--- config.mk ---
export PLATFORM = sky130hd
export DESIGN_NAME = forwarding_hazard_unit
export DESIGN_NICKNAME = d
export VERILOG_FILES = /design/src/rtl/mips_pkg.sv /design/src/rtl/fwd_select.sv /design/src/rtl/forwarding_hazard_unit.sv
export SDC_FILE = /design/constraint.sdc
export NUM_CORES = 1
export LEC_CHECK = 0
export ABC_AREA = 1
export CAP_MARGIN = 20
export CORE_ASPECT_RATIO = 1.25
export CORE_MARGIN = 10
export CORE_UTILIZATION = 53
export DETAILED_ROUTE_END_ITERATION = 16
export GPL_TIMING_DRIVEN = 0
export PLACE_DENSITY = 0.81
export SLEW_MARGIN = 20
export SYNTH_ARGS = -nofsm -noshare
export SYNTH_HDL_FRONTEND = slang
export SYNTH_HIERARCHICAL = 1
export SYNTH_SLANG_ARGS = --single-unit
--- constraint.sdc ---
create_clock -name i_clk -period 3.2 [get_ports i_clk]
set_clock_uncertainty 0.2 [all_clocks]
set_input_delay 0.32 -clock i_clk [delete_from_list [all_inputs] [get_ports i_clk]]
set_output_delay 0.32 -clock i_clk [all_outputs]
set_load 0.02 [all_outputs]
--- src/rtl/mips_pkg.sv ---
// Shared MIPS pipeline constants: EX operand-mux select codes and shadow tag layout.
package mips_pkg;

    localparam int DEFAULT_REG_ADDR_WIDTH = 5;

    localparam int         FWD_SEL_W   = 2;
    localparam logic [1:0] FWD_SEL_REG = 2'b00;
    localparam logic [1:0] FWD_SEL_WB  = 2'b01;
    localparam logic [1:0] FWD_SEL_MEM = 2'b10;

    // Shadow-pipeline destination tag at the default register-file width.
    typedef struct packed {
        logic [DEFAULT_REG_ADDR_WIDTH-1:0] rd;
        logic                              we;
        logic                              ld;
    } tag_t;

endpackage

--- src/rtl/fwd_select.sv ---
// Per-operand comparator: forwarding select against EX/MEM tags plus load-use match.
// Purely combinational, no flow control.
module fwd_select
    import mips_pkg::*;
#(
    parameter int REG_ADDR_WIDTH = DEFAULT_REG_ADDR_WIDTH
) (
    input  logic [REG_ADDR_WIDTH-1:0] opnd,
    input  logic                      uses,
    input  logic [REG_ADDR_WIDTH-1:0] ex_rd,
    input  logic                      ex_we,
    input  logic                      ex_ld,
    input  logic [REG_ADDR_WIDTH-1:0] mem_rd,
    input  logic                      mem_we,
    output logic [1:0]                sel,
    output logic                      ld_hazard
);

    logic ex_hit;
    logic mem_hit;

    // Register 0 is hard-wired, so a write to it never produces forwardable data.
    assign ex_hit  = uses && ex_we  && (ex_rd  != '0) && (ex_rd  == opnd);
    assign mem_hit = uses && mem_we && (mem_rd != '0) && (mem_rd == opnd);

    assign ld_hazard = ex_hit && ex_ld;

    always_comb begin
        sel = FWD_SEL_REG;
        if (ex_hit && !ex_ld)
            sel = FWD_SEL_MEM;
        else if (mem_hit)
            sel = FWD_SEL_WB;
    end

endmodule

--- src/rtl/forwarding_hazard_unit.sv ---
// EX forwarding selects (registered, aligned with ID/EX) and combinational load-use stall.
// Optional HAZARD_COUNTERS_EN adds wrapping stall/forward statistics counters.
module forwarding_hazard_unit
    import mips_pkg::*;
#(
    parameter int REG_ADDR_WIDTH = DEFAULT_REG_ADDR_WIDTH,
    parameter int CNT_WIDTH      = 32
) (
    input  logic                      i_clk,
    input  logic                      i_reset,
    input  logic                      i_enable,
    input  logic                      i_flush,
    input  logic [REG_ADDR_WIDTH-1:0] i_id_rs,
    input  logic [REG_ADDR_WIDTH-1:0] i_id_rt,
    input  logic                      i_id_uses_rs,
    input  logic                      i_id_uses_rt,
    input  logic [REG_ADDR_WIDTH-1:0] i_id_rd,
    input  logic                      i_id_regwrite,
    input  logic                      i_id_memread,
    output logic [1:0]                o_cortocircuitoA,
    output logic [1:0]                o_cortocircuitoB,
`ifdef HAZARD_COUNTERS_EN
    output logic [CNT_WIDTH-1:0]      o_stall_count,
    output logic [CNT_WIDTH-1:0]      o_fwd_count,
`endif
    output logic                      o_stall
);

    typedef struct packed {
        logic [REG_ADDR_WIDTH-1:0] rd;
        logic                      we;
        logic                      ld;
    } stage_tag_t;

    stage_tag_t ex_tag;
    stage_tag_t mem_tag;
    stage_tag_t wb_tag;
    stage_tag_t id_tag;

    logic [1:0] sel_a;
    logic [1:0] sel_b;
    logic       haz_a;
    logic       haz_b;
    logic       bubble;
    logic       fwd_any;

    fwd_select #(.REG_ADDR_WIDTH(REG_ADDR_WIDTH)) u_sel_a (
        .opnd      (i_id_rs),
        .uses      (i_id_uses_rs),
        .ex_rd     (ex_tag.rd),
        .ex_we     (ex_tag.we),
        .ex_ld     (ex_tag.ld),
        .mem_rd    (mem_tag.rd),
        .mem_we    (mem_tag.we),
        .sel       (sel_a),
        .ld_hazard (haz_a)
    );

    fwd_select #(.REG_ADDR_WIDTH(REG_ADDR_WIDTH)) u_sel_b (
        .opnd      (i_id_rt),
        .uses      (i_id_uses_rt),
        .ex_rd     (ex_tag.rd),
        .ex_we     (ex_tag.we),
        .ex_ld     (ex_tag.ld),
        .mem_rd    (mem_tag.rd),
        .mem_we    (mem_tag.we),
        .sel       (sel_b),
        .ld_hazard (haz_b)
    );

    // A taken branch kills the ID instruction, so its hazard never stalls.
    assign o_stall = i_enable && !i_flush && (haz_a || haz_b);
    assign bubble  = o_stall || i_flush;
    assign fwd_any = (sel_a != FWD_SEL_REG) || (sel_b != FWD_SEL_REG);

    assign id_tag.rd = i_id_rd;
    assign id_tag.we = i_id_regwrite;
    assign id_tag.ld = i_id_memread;

    always_ff @(posedge i_clk or posedge i_reset) begin
        if (i_reset) begin
            ex_tag           <= '0;
            mem_tag          <= '0;
            wb_tag           <= '0;
            o_cortocircuitoA <= FWD_SEL_REG;
            o_cortocircuitoB <= FWD_SEL_REG;
        end else if (i_enable) begin
            wb_tag           <= mem_tag;
            mem_tag          <= ex_tag;
            ex_tag           <= bubble ? stage_tag_t'('0) : id_tag;
            o_cortocircuitoA <= bubble ? FWD_SEL_REG : sel_a;
            o_cortocircuitoB <= bubble ? FWD_SEL_REG : sel_b;
        end
    end

`ifdef HAZARD_COUNTERS_EN
    always_ff @(posedge i_clk or posedge i_reset) begin
        if (i_reset) begin
            o_stall_count <= '0;
            o_fwd_count   <= '0;
        end else if (i_enable) begin
            if (o_stall)
                o_stall_count <= o_stall_count + CNT_WIDTH'(1);
            if (fwd_any)
                o_fwd_count   <= o_fwd_count + CNT_WIDTH'(1);
        end
    end
`else
    logic unused_fwd_any;
    assign unused_fwd_any = fwd_any;
`endif

    // WB tag is debug-only state; the register file writes early, so it never forwards.
    logic unused_tags;
    assign unused_tags = ^{wb_tag, mem_tag.ld};

endmodule
==> results.sh, run 1 <==
export IMPL_worst_pin_slew_ns=0.615
export IMPL_required_ns=2.68
export IMPL_swShare=0.303
export IMPL_ant_nets=0
export IMPL_core_area_sq_mm=0.00216
export IMPL_power_density_mw_per_mm2=315
export IMPL_critical_path_class="in -> out"
export IMPL_routedWlPerCell_um=12.3
export IMPL_setup_violations_final=0
export IMPL_startpoint="i_id_rs[2]"
export IMPL_synth_edf_count=0
export IMPL_synth_nets=203
export IMPL_drtPass1Iterations=4
export IMPL_ir_drop_mv=0.283
export IMPL_area_delta_synth_final_pct=28.5
export IMPL_p_clk_frac=0.226
export IMPL_yosysTopAreaCell="dfrtp_1"
export IMPL_drive_above_1_share=0.118
export IMPL_rows=19
export IMPL_hold_violations=0
export IMPL_cts_tree="done"
export IMPL_clk_path_buf_depth=2
export IMPL_fin_nets=235
export IMPL_clock_latency_ns=0.28
export IMPL_port_buffer_count=27
export IMPL_via_per_inst=4.87
export IMPL_seq_power_share=0.522
export IMPL_crit_fanout=10
export IMPL_finalCritPeriodShare=0.827
export IMPL_ys_flop_type="dfrtp_1"
export IMPL_synth_seq_area_share=0.358
export IMPL_ys_ff_latch=17
export IMPL_diodes=0
export IMPL_syn_area_per_cell_sq_um=6.60
export IMPL_power_frac_comb=0.251
export IMPL_h_tree_depth=1
export IMPL_cap_viol_max_count=0
export IMPL_root_buffer="clkbuf_4"
export IMPL_grt_max_degree=18
export IMPL_ys_types=22
export IMPL_reg2reg_from="ex_tag[4]"
export IMPL_rsz0062_at_grt="no"
export IMPL_cts_sinks=17
export IMPL_final_setup_tns_ns=0
export IMPL_synthTopCellsByArea="dfrtp_1, nand2_1, inv_1"
export IMPL_initialDrtViolationCount=46
export IMPL_netlist_instances=180
export IMPL_post_synth_top_count_cell="nand2_1"
export IMPL_die_area_sq_mm=0.00455
export IMPL_p_int_uw=335
export IMPL_track_usage=0.136
export IMPL_vias=1179
export IMPL_startpoint_type="input port"
export IMPL_arrival_ns=2.12
export IMPL_min_path_type="in -> async"
export IMPL_synth_common_cells="nand2_1, inv_1, dfrtp_1, nor2_1, nand3_1"
export IMPL_power_leakage_nw=0.829
export IMPL_finalWirelength_mm=2.98
export IMPL_reg2reg_depth=12
export IMPL_fill_cells=192
export IMPL_die_h_um=72.9
export IMPL_fin_crit_ns=2.64
export IMPL_io_pin_count=28
export IMPL_rr_endpoint="ex_tag[5]"
export IMPL_async_flop_share=1.00
export IMPL_overflow=0
export IMPL_synth_area_sq_mm=0.00119
export IMPL_grt_antenna_before_repair=0
export IMPL_p_sw_uw=145
export IMPL_grt_pass1_vias=1164
export IMPL_max_clock_freq_mhz=378
export IMPL_outcome="completed"
export IMPL_drv_slew=0
export IMPL_path_clk_slew_ns=0.09
export IMPL_die_w_um=62.3
export IMPL_place_congestion=0.890
export IMPL_drcViolationCount=0
export IMPL_slew_limit_headroom=0.589
export IMPL_cts_buffers=3
export IMPL_ys_warnings_count=6
export IMPL_dp_hpwl_mm=2.52
export IMPL_endpoint="o_stall"
export IMPL_synth_top_area_share=0.358
export IMPL_rrSetupSlack_ns=1.35
export IMPL_start_util=0.549
export IMPL_p_total_uw=481
export IMPL_critPathCaptureType="primary output"
export IMPL_post_cts_buffers=0
export IMPL_grt_pass1_wl_mm=5.08
[metrics by stage]
step                instances  hold slack [ns]  cell area [sq um]  worst slack (ns)  utilization
floorplan                 180           0.0461               1190              1.01            -
global placement          238            0.265               1500             0.201        0.692
detailed placement        238            0.269               1500             0.154        0.692
CTS                       242            0.232               1520             0.142        0.704
global route              242            0.251               1530             0.374        0.705
finish                    242            0.208               1530             0.555        0.705
[cells by family (layout without fill, tap and decap cells)]
group,Yosys count,in the layout,share of synthesized area
AO/OA/AOI/OAI,10,10,0.0464
XOR/XNOR,6,6,0.0443
buffers and inverters,35,66,0.119
flip-flops,17,17,0.358
AND/OR/NAND/NOR,112,112,0.432
[layout make-up]
| class | instances | area, sq um | area share |
|---|---|---|---|
| Timing Repair Buffer | 27 | 273 | 0.179 |
| Clock buffer | 4 | 26.3 | 0.0172 |
| Multi-Input combinational cell | 128 | 621 | 0.407 |
| Buffer | 3 | 21.3 | 0.0139 |
| Tap cell | 31 | 38.8 | 0.0254 |
| Inverter | 32 | 120 | 0.0788 |
| Sequential cell | 17 | 425 | 0.279 |
[worst max-delay path, stage by stage]
cell and delay, ns:
clkdlybuf4s50_1 0.56, inv_2 0.06, nand2_1 0.06, nand2_1 0.05, nor2_1 0.07, nand2_1 0.06, nor2_2 0.12, inv_1 0.06
nor3_2 0.11, nor2_1 0.09, buf_2 0.18, nor3_1 0.13, dlymetal6s2s_1 0.25
[power groups by stage]
stage / Sequential (mW) / Combinational (mW) / Clock (mW)
2_1_floorplan: 0.249 / 0.0745 / 0
3_3_place_gp: 0.255 / 0.116 / 0
3_5_place_dp: 0.256 / 0.121 / 0
4_1_cts: 0.251 / 0.122 / 0.111
5_1_grt: 0.255 / 0.135 / 0.122
6_report: 0.251 / 0.121 / 0.109
[cells in the final DEF, fill, tap and decap left out, types with 3 or more instances in the layout]
cell type | synthesis | final
clkbuf_4 | 0 | 3
a21oi_1 | 4 | 4
nand3_1 | 14 | 14
nand2_1 | 66 | 66
clkdlybuf4s50_1 | 0 | 26
nand3_2 | 3 | 3
inv_1 | 27 | 27
nand2_2 | 4 | 4
inv_2 | 5 | 5
nor2_1 | 15 | 15
xnor2_1 | 4 | 4
dfrtp_1 | 17 | 17
[sequential cells by signal (all words and copies together), names as in the netlist]
name	cells
ex_tag	7
mem_tag	6
o_cortocircuitoA	2
o_cortocircuitoB	2
[how the worst min path moves through the flow]
stage / start / end / slack [ns] / cells after the start
floorplan: i_reset / ex_tag[0] / 0.05 / 1
global placement: o_cortocircuitoA[0] / o_cortocircuitoA[0] / 0.26 / 2
detailed placement: o_cortocircuitoB[1] / o_cortocircuitoB[1] / 0.27 / 2
CTS: i_reset / ex_tag[2] / 0.23 / 2
global route: i_reset / ex_tag[2] / 0.25 / 2
finish: i_reset / ex_tag[2] / 0.21 / 2
[layer usage]
metal  vias to the layer above  global-route usage  wire length, um
li1                        609                   -                -
met1                       531               0.151             1260
met2                        35               0.251             1550
met3                         4              0.0154              121
met4                         0              0.0647               46
met5                         -                   0                0
[repair_timing]
action	4_1_cts	5_1_grt
hold endpoints to repair	0	0
resized for setup	0	1
setup endpoints to repair	0	1
hold buffers	0	0
Power figures use the tool's default switching activity.
==> run 2: changes to the inputs <==
--- a/config.mk
+++ b/config.mk
@@ -9,10 +9,10 @@
 export CAP_MARGIN = 20
 export CORE_ASPECT_RATIO = 1.25
 export CORE_MARGIN = 10
-export CORE_UTILIZATION = 53
+export CORE_UTILIZATION = 44
 export DETAILED_ROUTE_END_ITERATION = 16
 export GPL_TIMING_DRIVEN = 0
-export PLACE_DENSITY = 0.81
+export PLACE_DENSITY = 0.72
 export SLEW_MARGIN = 20
 export SYNTH_ARGS = -nofsm -noshare
 export SYNTH_HDL_FRONTEND = slang
==> constraint.sdc (replaced) <==
create_clock -name i_clk -period 2.4 [get_ports i_clk]
set_clock_uncertainty 0.2 [all_clocks]
set_input_delay 0.24 -clock i_clk [delete_from_list [all_inputs] [get_ports i_clk]]
set_output_delay 0.24 -clock i_clk [all_outputs]
set_load 0.02 [all_outputs]
==> results.sh, run 2 (synthesis gave the netlist of run 1 again) <==
export IMPL_finalWirelength_mm=3.05
export IMPL_port_buffer_count=27
export IMPL_path_clk_slew_ns=0.10
export IMPL_crit_fanout=12
export IMPL_area_delta_synth_final_pct=32.5
export IMPL_via_per_inst=4.82
export IMPL_grt_pass1_vias=1175
export IMPL_initialDrtViolationCount=60
export IMPL_die_w_um=66.5
export IMPL_vias=1182
export IMPL_required_ns=1.96
export IMPL_grt_antenna_before_repair=0
export IMPL_largest_reg_flops=7
export IMPL_io_pin_count=28
export IMPL_drive_above_1_share=0.166
export IMPL_outcome="completed"
export IMPL_hold_violations=0
export IMPL_track_usage=0.120
export IMPL_drv_slew=0
export IMPL_startpoint_type="flip-flop"
export IMPL_fin_crit_ns=2.29
export IMPL_cts_sinks=17
export IMPL_clk_path_buf_depth=2
export IMPL_ant_nets=0
export IMPL_cts_tree="done"
export IMPL_h_tree_depth=1
export IMPL_top_register="ex_tag"
export IMPL_overflow=0
export IMPL_die_h_um=78.1
export IMPL_final_common_cell="nand2_1"
export IMPL_cap_viol_max_count=0
export IMPL_path_cells="inv_1 > nand2_1 > nand2_2 > nor2_1 > nand2_1 > nor2_2 > inv_1 > nor3_4 > nor2_4 > nor3_2 > buf_2"
export IMPL_p_total_uw=658
export IMPL_cpPeakStageDelay_ns=0.46
export IMPL_critPathCaptureType="primary output"
export IMPL_instances_no_fill=245
export IMPL_diodes=0
export IMPL_rows=21
export IMPL_cts_buffers=3
export IMPL_arrival_ns=1.85
export IMPL_reg_largest_list="ex_tag (7), mem_tag (6)"
export IMPL_drtPass1Iterations=4
export IMPL_dp_hpwl_mm=2.40
export IMPL_worst_pin_slew_ns=0.648
export IMPL_finalCritPeriodShare=0.956
export IMPL_grt_max_degree=18
export IMPL_critical_path_class="reg -> out"
export IMPL_power_leakage_nw=0.845
export IMPL_clock_latency_ns=0.29
export IMPL_dp_cells=241
export IMPL_cp_buffers_inverters=3
export IMPL_core_area_sq_mm=0.00263
export IMPL_ir_drop_mv=0.374
export IMPL_crit_family="simple AND/OR/NAND/NOR gates"
export IMPL_cp_slowest_cell="dfrtp_2"
export IMPL_setup_violations_final=0
export IMPL_hold_buffers=0
export IMPL_fin_nets=235
export IMPL_min_path_type="in -> async"
export IMPL_power_density_mw_per_mm2=419
export IMPL_drcViolationCount=0
export IMPL_place_congestion=0.851
export IMPL_slew_limit_headroom=0.567
export IMPL_root_buffer="clkbuf_4"
export IMPL_routedWlPerCell_um=12.4
export IMPL_max_clock_freq_mhz=436
export IMPL_mostFrequentLayoutCells="nand2_1, inv_1, clkdlybuf4s50_1"
export IMPL_grt_pass1_wl_mm=5.11
export IMPL_start_util=0.452
export IMPL_die_area_sq_mm=0.00519
export IMPL_final_setup_tns_ns=0
export IMPL_hold_ws_ns=0.137
run 2: cell types whose count changed in the layout (fill, tap and decap cells not counted), moves of 2 or more:
cell     delta
dfrtp_2     +5
dfrtp_1     -5
xnor2_2     +2
xnor2_1     -2
nor3_4      +2
run 2: routing by layer:
| layer | vias up | global-route usage | wire, um |
|---|---|---|---|
| met5 | - | 0 | 0 |
| met4 | 0 | 0.0546 | 52 |
| met3 | 8 | 0.0284 | 209 |
| met2 | 49 | 0.213 | 1600 |
| met1 | 524 | 0.129 | 1190 |
| li1 | 601 | - | - |
run 2: what timing repair did:
action	CTS	global route
buffers inserted	1	0
resized for setup	12	6
gates cloned	0	0
endpoints found under the setup margin	1	1
run 2: worst register-to-register path, stage by stage (launching register included):
cell     delay (ns)
dfrtp_2        0.48
nor2_1         0.12
nand3_1        0.07
a21o_1         0.18
inv_1          0.09
nor3_4         0.05
nor2_4         0.27
nand3_1        0.13
nand2_1        0.07
run 2: final timing paths:
check,cells past startpoint,slack (ns),from,endpoint
setup reg to reg,8,0.69,ex_tag[4],o_cortocircuitoA[1]
hold reg to reg,2,0.29,o_cortocircuitoA[0],o_cortocircuitoA[0]
min in group i_clk,2,0.29,o_cortocircuitoA[0],o_cortocircuitoA[0]
setup / recovery,11,0.11,ex_tag[4],o_stall
max in group asynchronous,2,1.41,i_reset,ex_tag[2]
hold / removal,2,0.14,i_reset,mem_tag[6]
run 2: stage by stage:
| step | worst slack, ns | area, sq um | util |
|---|---|---|---|
| 6_report | 0.106 | 1570 | 0.599 |
| 5_1_grt | -0.0265 | 1570 | 0.599 |
| 2_1_floorplan | 0.294 | 1190 | - |
| 3_5_place_dp | -0.480 | 1500 | 0.571 |
| 3_3_place_gp | -0.468 | 1500 | 0.571 |
| 4_1_cts | 0.0322 | 1540 | 0.586 |
run 2: layout make-up:
class                           instances  area, sq um
Inverter                               32          120
Multi-Input combinational cell        128          661
Tap cell                               34         42.5
Buffer                                  2         16.3
Fill cell                             259         1050
Timing Repair Buffer                   28          275
Sequential cell                        17          432
Clock buffer                            4         26.3
run 2: power breakdown:
group	switching [mW]	internal, mW	total, mW
combinational	0.0865	0.0817	0.168
sequential	0.0335	0.306	0.340
clock	0.0857	0.0646	0.150
